**config.mk**
```make
export PLATFORM = sky130hd
export DESIGN_NAME = up_down_cmd_gen
export DESIGN_NICKNAME = d
export VERILOG_FILES = /design/src/rtl/up_down_cmd_gen.sv
export SDC_FILE = /design/constraint.sdc
export NUM_CORES = 1
export LEC_CHECK = 0
export BUFFER_PORTS_ARGS = -buffer_cell sky130_fd_sc_hd__buf_2
export CAP_MARGIN = 20
export CORE_ASPECT_RATIO = 0.7
export CORE_MARGIN = 1
export CORE_UTILIZATION = 40
export CTS_CLUSTER_DIAMETER = 30
export DETAILED_ROUTE_END_ITERATION = 6
export HOLD_SLACK_MARGIN = 0.03
export SLEW_MARGIN = 25
export SYNTH_ARGS = -nofsm -noshare
export SYNTH_HDL_FRONTEND = slang
export SYNTH_SLANG_ARGS = --single-unit
```
**constraint.sdc**
```tcl
create_clock -name Clk -period 3.7 [get_ports Clk]
set_input_delay 0.555 -clock Clk [delete_from_list [all_inputs] [get_ports Clk]]
set_output_delay 0.555 -clock Clk [all_outputs]
set_load 0.1 [all_outputs]
```
**src/rtl/up_down_cmd_gen.sv**
```systemverilog
// Turns two raw pushbuttons into clean single-cycle Up/Down step pulses for
// up_down_counter: synchronize, debounce, then a press/hold/auto-repeat FSM.
module up_down_cmd_gen #(
    parameter int DEBOUNCE_CYCLES = 4,
    parameter int HOLD_CYCLES     = 8,
    parameter int REPEAT_CYCLES   = 4,
    parameter int TW              = 8
) (
    input  logic Clk,
    input  logic South,
    input  logic BtnUp,
    input  logic BtnDown,
    output logic Up,
    output logic Down,
    output logic Lock
);

    localparam logic [TW-1:0] DB_LAST     = TW'(DEBOUNCE_CYCLES - 1);
    localparam logic [TW-1:0] HOLD_LOAD   = TW'(HOLD_CYCLES);
    localparam logic [TW-1:0] REPEAT_LOAD = TW'(REPEAT_CYCLES);
    localparam logic [TW-1:0] TIMER_ONE   = TW'(1);

    // Bit 0 is the up button, bit 1 the down button.
    logic [1:0] btn_raw;
    logic [1:0] deb_level;

    assign btn_raw = {BtnDown, BtnUp};

    generate
        for (genvar gi = 0; gi < 2; gi++) begin : g_btn
            logic          sync1_reg;
            logic          sync2_reg;
            logic          deb_reg;
            logic [TW-1:0] db_cnt_reg;

            // A new level is accepted only after DEBOUNCE_CYCLES consecutive
            // disagreeing samples; any agreeing sample restarts the count.
            always_ff @(posedge Clk) begin
                if (South) begin
                    sync1_reg  <= 1'b0;
                    sync2_reg  <= 1'b0;
                    deb_reg    <= 1'b0;
                    db_cnt_reg <= '0;
                end else begin
                    sync1_reg <= btn_raw[gi];
                    sync2_reg <= sync1_reg;
                    if (sync2_reg != deb_reg) begin
                        if (db_cnt_reg == DB_LAST) begin
                            deb_reg    <= ~deb_reg;
                            db_cnt_reg <= '0;
                        end else begin
                            db_cnt_reg <= db_cnt_reg + TIMER_ONE;
                        end
                    end else begin
                        db_cnt_reg <= '0;
                    end
                end
            end

            assign deb_level[gi] = deb_reg;
        end
    endgenerate

    typedef enum logic [2:0] {
        IDLE,
        HOLD_UP,
        RPT_UP,
        HOLD_DN,
        RPT_DN,
        LOCK
    } state_t;

    state_t        state_reg;
    logic [TW-1:0] timer_reg;
    logic          du;
    logic          dd;

    assign du = deb_level[0];
    assign dd = deb_level[1];

    // Timer holds the cycles left until the next pulse; a pulse fires on the
    // cycle it reads 1, so a load of N places the next pulse N cycles later.
    always_ff @(posedge Clk) begin
        if (South) begin
            state_reg <= IDLE;
            timer_reg <= '0;
            Up        <= 1'b0;
            Down      <= 1'b0;
            Lock      <= 1'b0;
        end else begin
            Up   <= 1'b0;
            Down <= 1'b0;
            Lock <= 1'b0;
            case (state_reg)
                IDLE: begin
                    if (du && dd) begin
                        state_reg <= LOCK;
                        Lock      <= 1'b1;
                    end else if (du) begin
                        Up        <= 1'b1;
                        timer_reg <= HOLD_LOAD;
                        state_reg <= HOLD_UP;
                    end else if (dd) begin
                        Down      <= 1'b1;
                        timer_reg <= HOLD_LOAD;
                        state_reg <= HOLD_DN;
                    end
                end
                HOLD_UP, RPT_UP: begin
                    if (!du) begin
                        state_reg <= IDLE;
                    end else if (dd) begin
                        state_reg <= LOCK;
                        Lock      <= 1'b1;
                    end else if (timer_reg == TIMER_ONE) begin
                        Up        <= 1'b1;
                        timer_reg <= REPEAT_LOAD;
                        state_reg <= RPT_UP;
                    end else begin
                        timer_reg <= timer_reg - TIMER_ONE;
                    end
                end
                HOLD_DN, RPT_DN: begin
                    if (!dd) begin
                        state_reg <= IDLE;
                    end else if (du) begin
                        state_reg <= LOCK;
                        Lock      <= 1'b1;
                    end else if (timer_reg == TIMER_ONE) begin
                        Down      <= 1'b1;
                        timer_reg <= REPEAT_LOAD;
                        state_reg <= RPT_DN;
                    end else begin
                        timer_reg <= timer_reg - TIMER_ONE;
                    end
                end
                LOCK: begin
                    // Stay locked until both buttons are released; leaving emits nothing.
                    if (!du && !dd) begin
                        state_reg <= IDLE;
                    end else begin
                        Lock <= 1'b1;
                    end
                end
                default: begin
                    state_reg <= IDLE;
                end
            endcase
        end
    end

endmodule
```
==> results.rst, run 1 <==
.. list-table::
   :header-rows: 1

   * - Metric
     - Value
   * - Run status
     - completed
   * - Share of the synthesized netlist area taken by xor and xnor gates
     - 0.0745
   * - Total via count in the routed design
     - 1407
   * - Net count of the finished layout
     - 220
   * - Arrival time at the worst endpoint
     - 2160 ps
   * - Area of the die
     - 4680 µm²
   * - Switching share of power
     - 0.253
   * - Worst clock skew on the final layout
     - 7.69 ps
   * - First-pass GRT wire length
     - between 5000 and 6000 µm
   * - Fin. Hold Viols
     - 0
   * - Largest buffer count on any clock path
     - 2
   * - Post-detailed-route count of antenna-violating nets
     - 0
   * - Via count of the first global-routing pass
     - about 1300
   * - Number of iterations in the first detailed-routing pass
     - 4
   * - Total of warnings raised by yosys
     - 0
   * - Fraction of final layout cells sized beyond drive strength 1
     - 0.136
   * - Met2 wire len
     - between 1000 and 1500 µm
   * - Cell Area, Synth
     - between 1500 and 2000 µm²
   * - Max FFs per register
     - 16
   * - Power share of the sequential group
     - 0.455
   * - Total setup buffers inserted after CTS
     - 0
   * - Grt total ovfl
     - 0
   * - Leading cell type by number of instances after synthesis
     - sky130_fd_sc_hd__dfxtp_1
   * - Final Critical Period
     - slightly below 2000 ps
   * - Violation count after the first detailed-route iteration
     - 62
   * - Detailed placement HPWL
     - roughly 2300 µm
   * - Combinational power share
     - 0.136
   * - Clock share of power
     - 0.409
   * - Fin. max-slew vios
     - 0
   * - Routability congestion estimate from global placement
     - 0.803
   * - Master of the slowest instance on the critical path
     - sky130_fd_sc_hd__or4_4
   * - Top cell type's share of synthesized area
     - 0.409
   * - Htree depth
     - 2
   * - Diode count
     - 0
   * - Post-route worst setup slack
     - 1730 ps
   * - Initial antenna violation count
     - 0
   * - IO Count
     - 7
   * - Synthesis-to-layout area growth
     - 10.4%
   * - Clock Latency Late Sink
     - between 200 and 300 ps
   * - TritonCTS buffer count
     - 5
   * - Final design area excluding fillers
     - 1950 µm²
   * - Buf+Inv Stages, Crit Path
     - 0
   * - Portion of netlist area occupied by mux cells
     - 0.0114
   * - Startpoint Class
     - flip-flop
   * - Number of flops mapped to enable cells by yosys
     - 0
   * - Number of buffers added to fix hold violations after cts
     - 0
   * - Cell accounting for the most synthesized area
     - sky130_fd_sc_hd__dfxtp_1
   * - Number of distinct library cell variants in the gate-level netlist after synthesis
     - 46
   * - Headroom to the max-slew limit
     - 0.577
   * - Dominant combinational cell family by area after synthesis
     - simple AND/OR/NAND/NOR gates
   * - Fraction of registers with async set/reset
     - 0
   * - Overall fraction of global-route tracks in use
     - 0.167
   * - Kind of cell adding the most delay to the critical path
     - simple AND/OR/NAND/NOR gates
   * - Worst hold path class
     - flip-flop to flip-flop
   * - Largest stage delay on the critical path
     - roughly 560 ps
   * - Remaining design rule violation count
     - 0
   * - Max Fanout on Critical Path
     - 6
   * - Type of element capturing the critical path
     - flip-flop
   * - Actual slew at the worst max-slew pin
     - about 630 ps
   * - Share of synthesized cell area in full adder, half adder and majority cells
     - 0.0284
   * - Internal Power
     - 688 µW
   * - Post-route total power
     - 922 µW
   * - RSZ-0062 raised after global routing
     - no
   * - Routed wire length
     - ~3400 µm
   * - Max Freq
     - a little over 0.5 GHz
   * - Worst slack, placed
     - ~1800 ps
   * - Share of synthesized cell area in and, or, nand and nor gates
     - 0.297
   * - Starting density of the core
     - 0.434
   * - Die boundary width
     - between 80 and 90 µm
   * - Post-CTS Resized
     - 0
   * - Sum of routed wire segments on met1
     - slightly below 2000 µm
   * - Required @ worst endpoint
     - 3890 ps
   * - Number of register bits inferred by synthesis
     - 36
   * - Series of cell instances along the critical path
     - or4_4 > nor3_1 > o21ai_0 > a211oi_1
   * - Maximum vdd ir drop
     - around 0.31 mV
   * - Reg clk slew, reported paths
     - roughly 70 ps
   * - Synthesized netlist net count
     - roughly 210
   * - Commonest register cell after synthesis
     - sky130_fd_sc_hd__dfxtp_1
   * - Uppermost layer routed
     - met4
   * - Fin util
     - 0.479
   * - Reported net switching power
     - between 200 and 250 µW
   * - Number of max-capacitance violations reported
     - 0
   * - Number of cell rows
     - 19
   * - Die Ht
     - 57.5 µm
   * - Root cell of the clock tree
     - sky130_fd_sc_hd__clkbuf_8
   * - Top area cells in the synthesized netlist
     - sky130_fd_sc_hd__dfxtp_1 41%, sky130_fd_sc_hd__nor2_1 6.6%, sky130_fd_sc_hd__xor2_1 4.0%
   * - Routed wl met3
     - 174 µm
   * - Post-route fraction of the period consumed by the critical path
     - 0.533
   * - Sequential-to-total area share from yosys stat
     - 0.409
   * - Clock tree from TritonCTS
     - done
   * - Area of the core
     - 4070 µm²
   * - Clock sink count
     - 36
   * - Compound-cell area share of the yosys netlist
     - 0.148
   * - Syn Inst Count
     - 206
   * - Most common library cells after synthesis
     - 36 x sky130_fd_sc_hd__dfxtp_1, 31 x sky130_fd_sc_hd__nor2_1, 12 x sky130_fd_sc_hd__nand2_1
   * - Endpoints failing setup
     - 0
   * - Post-placement cell area
     - about 1800 µm²
   * - Pleak
     - ~0.7 nW
   * - Setup_tns
     - 0 ps
   * - Power per cell area
     - 473 nW/µm²
   * - Start-to-end type of the worst setup path
     - flip-flop to flip-flop
   * - Vias per Instance
     - around 5.3
   * - # port buffers
     - 6
   * - Avg Cell Area, Syn
     - between 8 and 9 µm²
   * - Maximum number of pins on one net before global-route repair
     - 27
   * - Avg WL per Cell
     - 12.7 µm
-- worst reg2reg max path, delay by kind of cell, from the launching register on --
kind / cells / cell delay [ps]
AND/OR/NAND/NOR: 2 / 1070
AO/OA/AOI/OAI: 2 / 450
flip-flops: 1 / 360
-- cells in the final DEF (no fill, tap or decap), types with 2 or more instances in the layout --
cell type,instances
sky130_fd_sc_hd__dfxtp_1,36
sky130_fd_sc_hd__nor2_1,31
sky130_fd_sc_hd__nand2_1,12
sky130_fd_sc_hd__a21oi_1,11
sky130_fd_sc_hd__o21ai_0,11
sky130_fd_sc_hd__nand3_1,11
sky130_fd_sc_hd__xor2_1,8
sky130_fd_sc_hd__xnor2_1,7
sky130_fd_sc_hd__clkbuf_8,7
sky130_fd_sc_hd__and3_1,6
sky130_fd_sc_hd__buf_2,6
sky130_fd_sc_hd__inv_1,5
sky130_fd_sc_hd__nor3_1,5
sky130_fd_sc_hd__nor2b_1,5
sky130_fd_sc_hd__nand2b_1,4
sky130_fd_sc_hd__ha_1,4
sky130_fd_sc_hd__nor4_1,3
sky130_fd_sc_hd__a31oi_1,3
sky130_fd_sc_hd__nand3b_1,2
sky130_fd_sc_hd__o21a_1,2
sky130_fd_sc_hd__or4_1,2
sky130_fd_sc_hd__a21oi_2,2
sky130_fd_sc_hd__a211o_1,2
sky130_fd_sc_hd__o31ai_2,2
sky130_fd_sc_hd__or2_2,2
sky130_fd_sc_hd__or3_1,2
sky130_fd_sc_hd__nand4_1,2
sky130_fd_sc_hd__mux2i_1,2
-- metrics by stage --
stage | hold WS (ps) | instances
after floorplan | 413 | 206
after global placement | 418 | 257
after detailed placement | 427 | 257
after CTS | 444 | 265
after global routing | 465 | 265
final | 439 | 265
-- area by class of cell --
| type | instances | area (µm²) |
|---|---|---|
| flip-flops and latches | 36 | 721 |
| well taps | 52 | 65.1 |
| multi-input cells | 158 | 986 |
| repair buffers | 6 | 30.0 |
| fillers | 379 | 2120 |
| clock buffers | 7 | 96.3 |
| inverters | 5 | 18.8 |
| clock inverters | 1 | 30.0 |
-- cell families after synthesis --
kind of cell,Yosys count
simple gates,98
buf+inv,12
mux,2
xor+xnor,15
fa+ha+maj,4
compound gates,39
flops,36
-- path summary, 6_finish.rpt --
kind	from	end	slack, ps	depth (start not counted)
hold / removal	g_btn[0].sync1_reg	g_btn[0].sync2_reg	440	1
setup reg to reg	timer_reg[2]	timer_reg[2]	1730	4
setup / recovery	timer_reg[2]	timer_reg[2]	1730	4
hold reg to reg	g_btn[0].sync1_reg	g_btn[0].sync2_reg	440	1
-- metal layers --
metal,GRT usage,vias to the layer above
met2,0.212,30
met5,0,-
met1,0.262,643
met3,0.0496,2
li1,-,732
met4,0.0459,0
-- power groups by stage --
stage / Clock [mW] / Sequential, mW / Combinational (mW)
2_1_floorplan: 0 / 0.410 / 0.132
3_3_place_gp: 0 / 0.425 / 0.130
3_5_place_dp: 0 / 0.428 / 0.126
4_1_cts: 0.389 / 0.418 / 0.127
5_1_grt: 0.407 / 0.421 / 0.142
6_report: 0.377 / 0.419 / 0.126
(Power assumes the default switching activity.)
==> run 2, diff against run 1 <==
ABC_AREA = 1   (was default)
clock period = 1.6 ns   (was 3.7 ns; I/O delays follow)
==> run 2 against run 1 <==
Net effect:
- hold slack got worse by 290 ps
- clock-buffer cell count did not move
- routed wire length rose by 2.5%
- synthesized area rose by 6.8%
- die area rose by 6.6%
- sequential power rose to 2.6 times the previous value
- via count rose by 11%
- non-clock buffer count rose by 2
- register-to-register slack got worse by 1600 ps
- highest routed layer unchanged
==> results.rst, run 2 <==
.. list-table::
   :header-rows: 1

   * - Metric
     - Value
   * - Run status
     - completed
   * - Headroom to the max-slew limit
     - 0.676 (+0.0985)
   * - Remaining design rule violation count
     - 0 (unchanged)
   * - First-pass GRT wire length
     - 6020 µm (+1.0%)
   * - Reg clk slew, reported paths
     - 80 ps (about the same)
   * - Diode count
     - 0 (unchanged)
   * - Worst clock skew on the final layout
     - 6.24 ps (-1.45 ps)
   * - Worst setup slack for register-to-register paths
     - 160 ps (-1570 ps)
   * - Clock tree from TritonCTS
     - done
   * - Filler-free cell count of the finished design
     - 338 (+28%)
   * - Type of element capturing the critical path
     - flip-flop
   * - Cell Area, Synth
     - 1880 µm² (+6.8%)
   * - Number of iterations in the first detailed-routing pass
     - 4 (unchanged)
   * - Net count of the finished layout
     - 290 (+32%)
   * - Initial antenna violation count
     - 0 (unchanged)
   * - Area of the core
     - 4430 µm² (+9.0%)
   * - TritonCTS buffer count
     - 5 (unchanged)
   * - Post-route fraction of the period consumed by the critical path
     - 0.899 (+0.366)
   * - Start-to-end type of the worst setup path
     - flip-flop to flip-flop
   * - # port buffers
     - 6 (unchanged)
   * - Max FFs per register
     - 16 (unchanged)
   * - IO Count
     - 7 (unchanged)
   * - Required @ worst endpoint
     - 1790 ps (-2100 ps)
   * - Routed wire length
     - 3440 µm (+2.5%)
   * - Total via count in the routed design
     - 1566 (+11%)
   * - Area of all sequential standard cells
     - 721 µm² (unchanged)
   * - Worst min-delay path endpoint
     - g_btn[1].sync1_reg
   * - Routed wl met3
     - 120 µm (-31%)
   * - Fraction of registers with async set/reset
     - 0 (unchanged)
   * - Number of flops mapped to enable cells by yosys
     - 0 (unchanged)
   * - Worst reg2reg path endpoint
     - state_reg[2]
   * - Post-detailed-route count of antenna-violating nets
     - 0 (unchanged)
   * - Overall fraction of global-route tracks in use
     - 0.154 (-0.0124)
   * - Sequential-to-total area share from yosys stat
     - 0.383 (-0.0261)
   * - Critical path launch point
     - du
   * - Root cell of the clock tree
     - sky130_fd_sc_hd__clkbuf_8
   * - Maximum vdd ir drop
     - 0.826 mV (+170%)
   * - Area of the die
     - 4990 µm² (+6.6%)
   * - Worst hold path class
     - primary input to flip-flop
   * - Most common library cells after synthesis
     - 57 x sky130_fd_sc_hd__nor2_1, 51 x sky130_fd_sc_hd__nand2_1, 36 x sky130_fd_sc_hd__dfxtp_1
   * - Grt total ovfl
     - 0 (unchanged)
   * - Via count of the first global-routing pass
     - 1365 (+6.7%)
   * - Post-route total power
     - 3.21 mW (+250%)
   * - Vias per Instance
     - 4.63 (-13%)
   * - Total of fill cells in the finished design
     - 448 (+18%)
   * - Top area cells in the synthesized netlist
     - sky130_fd_sc_hd__dfxtp_1 38%, sky130_fd_sc_hd__nor2_1 11%, sky130_fd_sc_hd__nand2_1 10%
   * - Die boundary width
     - 84.0 µm (+3.3%)
   * - Number of register bits inferred by synthesis
     - 36 (unchanged)
   * - Starting density of the core
     - 0.425 (-0.00853)
   * - Clock Latency Late Sink
     - 290 ps (about the same)
   * - Cell accounting for the most synthesized area
     - sky130_fd_sc_hd__dfxtp_1
   * - Fin. Hold Viols
     - 0 (unchanged)
   * - Commonest register cell after synthesis
     - sky130_fd_sc_hd__dfxtp_1
   * - Max Freq
     - 0.695 GHz (+37%)
   * - Area of combinational cells with multiple inputs
     - 978 µm² (-0.76%)
   * - Violation count after the first detailed-route iteration
     - 65 (+4.8%)
   * - Htree depth
     - 2 (unchanged)
   * - Worst reg2reg path depth
     - 7 (+3)
   * - Maximum number of pins on one net before global-route repair
     - 16 (-41%)
   * - Final Critical Period
     - 1440 ps (-535 ps)
   * - Setup_tns
     - 0 ps (unchanged)
   * - Total setup buffers inserted after CTS
     - 0 (unchanged)
   * - Avg WL per Cell
     - 10.2 µm (-20%)
   * - Detailed placement HPWL
     - 2480 µm (+6.0%)
   * - Clock sink count
     - 36 (unchanged)
   * - Top cell type's share of synthesized area
     - 0.383 (-0.0261)
   * - Launch instance of the worst register-to-register path
     - du
   * - Fraction of final layout cells sized beyond drive strength 1
     - 0.131 (-0.00541)
   * - Power per cell area
     - 1570 nW/µm² (+230%)
   * - Max Fanout on Critical Path
     - 6 (unchanged)
   * - Avg Cell Area, Syn
     - 6.92 µm² (-19%)
   * - Hold Path Cell Cnt
     - 3 (+2)
   * - Post-CTS Resized
     - 0 (unchanged)
   * - Actual slew at the worst max-slew pin
     - 490 ps (-140 ps)
   * - Die Ht
     - 59.4 µm (+3.2%)
   * - Syn Inst Count
     - 272 (+32%)
   * - Routability congestion estimate from global placement
     - 0.807 (+0.46%)
   * - Synthesized netlist net count
     - 280 (+31%)
   * - Sum of routed wire segments on met1
     - 1990 µm (+1.9%)
   * - Number of max-capacitance violations reported
     - 0 (unchanged)
   * - Startpoint Class
     - flip-flop
   * - Leading cell type by number of instances after synthesis
     - sky130_fd_sc_hd__nor2_1
   * - Startpoint of the worst hold path
     - BtnDown
   * - Synthesis-to-layout area growth
     - 8.70%
   * - Top library cells by usage in the layout, fill and taps aside
     - 57 x sky130_fd_sc_hd__nor2_1, 51 x sky130_fd_sc_hd__nand2_1, 36 x sky130_fd_sc_hd__dfxtp_1
   * - Pleak
     - 0.967 nW (+35%)
   * - Endpoints failing setup
     - 0 (unchanged)
   * - Total of warnings raised by yosys
     - 0 (unchanged)
   * - Largest buffer count on any clock path
     - 2 (unchanged)
   * - Arrival time at the worst endpoint
     - 1630 ps (-530 ps)
   * - Met2 wire len
     - 1250 µm (+2.8%)
   * - Fin. max-slew vios
     - 0 (unchanged)
   * - Number of buffers added to fix hold violations after cts
     - 0 (unchanged)
   * - Most frequent standard cell in the layout excluding fill and tap cells
     - sky130_fd_sc_hd__nor2_1
   * - Uppermost layer routed
     - met4
   * - Number of cell rows
     - 20 (+1)
   * - RSZ-0062 raised after global routing
     - no
   * - Number of distinct library cell variants in the gate-level netlist after synthesis
     - 31 (-33%)
   * - Number of cells in the design after placement
     - 330 (+28%)
-- run 2: how the worst max path moves through the flow --
stage / endpoint / slack [ps]
after floorplan: timer_reg[2] / 330
after global placement: g_btn[1].db_cnt_reg[7] / 210
after detailed placement: state_reg[0] / 190
after CTS: timer_reg[7] / 160
after global routing: state_reg[1] / 20
final: state_reg[2] / 160
-- run 2: kinds of logic (layout without fill, tap and decap cells) --
kind of cell | after synthesis | in the layout | synth area share
AOI/OAI and AO/OA | 21 | 21 | 0.0611
xor gates and xnor gates | 10 | 10 | 0.0465
adders and majority gates | 4 | 4 | 0.0266
buffers and inverters | 42 | 53 | 0.0977
DFF | 36 | 36 | 0.383
and+or+nand+nor | 159 | 159 | 0.385
-- run 2: metal layers --
layer / vias up / global-route usage
li1: 866 / -
met1: 670 / 0.216
met2: 21 / 0.217
met3: 9 / 0.0432
met4: 0 / 0.0764
met5: - / 0
-- run 2: where the power goes --
part | switching, mW | leakage [nW] | internal [mW]
logic | 0.907 | 0.629 | 0.513
clock network | 0.332 | 0.0445 | 0.350
registers | 0.110 | 0.293 | 1.00
total | 1.35 | 0.967 | 1.86
-- run 2: final cells by class --
type                    count  area share
clock inverters             1     0.00367
inverters                  37      0.0685
repair buffers              8      0.0220
multi-input cells         194       0.478
clock buffers               7      0.0422
well taps                  55      0.0336
flip-flops and latches     36       0.352
-- run 2: worst max-delay path, cell delays in order, from the launching register on --
cell and delay [ps]:
sky130_fd_sc_hd__dfxtp_1 510, sky130_fd_sc_hd__clkinv_2 150, sky130_fd_sc_hd__nand2_1 110, sky130_fd_sc_hd__nor2_1 50, sky130_fd_sc_hd__nor2_1 280, sky130_fd_sc_hd__nand3_1 130, sky130_fd_sc_hd__nand2_1 70, sky130_fd_sc_hd__nor2_1 30
-- run 2: per-stage QoR --
step | hold slack, ps | setup WS, ps | utilization | instance area, µm²
after global placement | 400 | 208 | 0.441 | 1950
final | 146 | 162 | 0.462 | 2050
after detailed placement | 399 | 195 | 0.441 | 1950
after global routing | 143 | 21.3 | 0.462 | 2050
after CTS | 142 | 163 | 0.462 | 2050
after floorplan | 347 | 332 | - | 1880
==> run 3, diff against run 2 <==
SETUP_SLACK_MARGIN = 0.5   (was default)
==> run 3 against run 2 <==
Net effect:
- the flow now finishes with violations (design-rule violations)
- setup slack improved by 160 ps
- design area increased by 24%
- final cell count increased by 4.4%
- combinational power increased by 35%
- clock skew increased by 0.73 ps
- sequential power increased by 5%
==> results.rst, run 3 (synthesized netlist as in run 2, its figures left out) <==
.. list-table::
   :header-rows: 1

   * - Metric
     - Value
   * - Run status
     - complete, but fails checks
   * - Violations in the final reports
     - design-rule violations
   * - Actual slew at the worst max-slew pin
     - 267 ps (-223 ps)
   * - # port buffers
     - 6 (unchanged)
   * - Arrival time at the worst endpoint
     - 1470 ps (-160 ps)
   * - Clock Latency Late Sink
     - 290 ps (about the same)
   * - Power share of the sequential group
     - 0.307 (-0.039)
   * - Clock sink count
     - 36 (unchanged)
   * - Hold Slack
     - 153 ps (+6.68 ps)
   * - Number of iterations in the first detailed-routing pass
     - 6 (+2)
   * - Number of buffers added to fix hold violations after cts
     - 0 (unchanged)
   * - Max Freq
     - 0.782 GHz (+12%)
   * - RSZ-0062 raised after global routing
     - yes
   * - IO Count
     - 7 (unchanged)
   * - Initial antenna violation count
     - 0 (unchanged)
   * - Synthesis-to-layout area growth
     - 34.4%
   * - Post-detailed-route count of antenna-violating nets
     - 0 (unchanged)
   * - Violation count after the first detailed-route iteration
     - 46 (-29%)
   * - Largest stage delay on the critical path
     - 410 ps (-100 ps)
   * - Series of cell instances along the critical path
     - inv_4 > nand3b_1 > nand2_4 > buf_4 > a21oi_2 > nand3_2 > nand2_1 > nor2_1
   * - Max Fanout on Critical Path
     - 6 (unchanged)
   * - Detailed placement HPWL
     - 2520 µm (+1.4%)
   * - Root cell of the clock tree
     - sky130_fd_sc_hd__clkbuf_8
   * - Setup_tns
     - 0 ps (unchanged)
   * - Largest buffer count on any clock path
     - 2 (unchanged)
   * - First-pass GRT wire length
     - 6980 µm (+16%)
   * - Start-to-end type of the worst setup path
     - flip-flop to flip-flop
   * - Maximum number of pins on one net before global-route repair
     - 14 (-2)
   * - Pleak
     - 1.13 nW (+17%)
   * - Die boundary width
     - 84.0 µm (unchanged)
   * - Post-route total power
     - 3.77 mW (+17%)
   * - TritonCTS buffer count
     - 5 (unchanged)
   * - Endpoints failing setup
     - 0 (unchanged)
   * - Worst setup slack for register-to-register paths
     - 320 ps (+160 ps)
   * - Area of the die
     - 4990 µm² (unchanged)
   * - Combinational power share
     - 0.506 (+0.064)
   * - Avg WL per Cell
     - 11.6 µm (+14%)
   * - Worst min-delay path endpoint
     - g_btn[0].sync1_reg
   * - Max FFs per register
     - 16 (unchanged)
   * - Worst hold path class
     - primary input to flip-flop
   * - Startpoint of the worst hold path
     - BtnUp
   * - Fin. max-slew vios
     - 0 (unchanged)
   * - Number of cell rows
     - 20 (unchanged)
   * - Reg clk slew, reported paths
     - 70 ps (about the same)
   * - Final design area excluding fillers
     - 2530 µm² (+24%)
   * - Hold Path Cell Cnt
     - 3 (unchanged)
   * - Grt total ovfl
     - 0 (unchanged)
   * - Number of max-capacitance violations reported
     - 0 (unchanged)
   * - Overall fraction of global-route tracks in use
     - 0.181 (+0.0273)
   * - Headroom to the max-slew limit
     - 0.821 (+0.145)
   * - Maximum vdd ir drop
     - 0.653 mV (-21%)
   * - Post-route fraction of the period consumed by the critical path
     - 0.800 (-0.0993)
   * - Worst clock skew on the final layout
     - 6.97 ps (+0.728 ps)
   * - Clock share of power
     - 0.187 (-0.025)
   * - Switching share of power
     - 0.441 (+0.0205)
   * - Worst reg2reg path endpoint
     - state_reg[1]
   * - Launch instance of the worst register-to-register path
     - state_reg[2]
   * - Die Ht
     - 59.4 µm (unchanged)
   * - Area of the core
     - 4430 µm² (unchanged)
   * - Required @ worst endpoint
     - 1790 ps (about the same)
   * - Top library cells by usage in the layout, fill and taps aside
     - 47 x sky130_fd_sc_hd__nor2_1, 41 x sky130_fd_sc_hd__nand2_1, 28 x sky130_fd_sc_hd__inv_1
   * - Master of the slowest instance on the critical path
     - sky130_fd_sc_hd__dfxtp_4
   * - Power per cell area
     - 1490 nW/µm² (-5.0%)
   * - Worst reg2reg path depth
     - 8 (+1)
   * - Via count of the first global-routing pass
     - 1553 (+14%)
   * - Clock tree from TritonCTS
     - done
   * - Routed wire length
     - 4080 µm (+19%)
   * - Type of element capturing the critical path
     - flip-flop
   * - Htree depth
     - 2 (unchanged)
   * - Most frequent standard cell in the layout excluding fill and tap cells
     - sky130_fd_sc_hd__nor2_1
   * - Total of fill cells in the finished design
     - 393 (-12%)
   * - Remaining design rule violation count
     - 3 (+3)
   * - Fin. Hold Viols
     - 0 (unchanged)
   * - Diode count
     - 0 (unchanged)
   * - Startpoint Class
     - flip-flop
   * - Net count of the finished layout
     - 306 (+5.5%)
   * - Final Critical Period
     - 1280 ps (-159 ps)
   * - Fraction of final layout cells sized beyond drive strength 1
     - 0.406 (+0.275)
   * - Internal Power
     - 2.11 mW (+13%)
   * - Reported net switching power
     - 1.66 mW (+23%)
   * - Post-placement cell area
     - 2040 µm² (+4.3%)
   * - Vias per Instance
     - 4.75 (+2.5%)
   * - Starting density of the core
     - 0.425 (unchanged)
   * - Routability congestion estimate from global placement
     - 0.787 (-2.4%)
   * - Total via count in the routed design
     - 1677 (+7.1%)
run 3: layer usage:
metal,track usage,up-vias,part of all wire
met5,0,-,0
met4,0.101,0,0.022
met3,0.0460,9,0.033
met2,0.269,19,0.43
met1,0.244,743,0.52
li1,-,906,-
run 3: critical path: cells and delay by family (launching register included):
kind            cells  cell delay (ps)
flops               1              410
buf+inv             2              210
compound gates      1              140
simple gates        5              420
run 3: stage by stage:
stage | worst slack (ps) | std cells | utilization
floorplan | 387 | 272 | -
global placement | 227 | 331 | 0.460
detailed placement | 230 | 331 | 0.460
CTS | 366 | 351 | 0.542
global route | 228 | 353 | 0.571
finish | 321 | 353 | 0.571
run 3: power groups by stage:
stage	sequential [mW]	combinational, mW	clock, mW
floorplan	1.11	1.33	0
global placement	1.15	1.48	0
finish	1.16	1.91	0.705
detailed placement	1.15	1.46	0
global route	1.18	2.16	0.777
CTS	1.15	1.71	0.734
run 3: area by class of cell:
type,count,area (µm²),share of cell area
multi-input cells,195,1270,0.500
repair buffers,23,180,0.0712
clock buffers,7,96.3,0.0381
well taps,55,68.8,0.0272
flip-flops and latches,36,768,0.304
inverters,37,151,0.0598
run 3: how the worst max path moves through the flow:
stage / start / end / slack (ps) / cells after the start
after detailed placement: state_reg[1] / timer_reg[6] / 230 / 8
after floorplan: du / timer_reg[2] / 390 / 10
after global routing: state_reg[2] / state_reg[1] / 230 / 8
final: state_reg[2] / state_reg[1] / 320 / 8
after global placement: state_reg[1] / timer_reg[4] / 230 / 8
after CTS: state_reg[2] / timer_reg[4] / 370 / 8
run 3: repair_timing:
item,4_1_cts,5_1_grt
hold endpoints to repair,0,0
gates cloned,1,0
buffers inserted,12,2
endpoints found under the setup margin,35,33
pin swaps,20,21
resized for setup,54,33
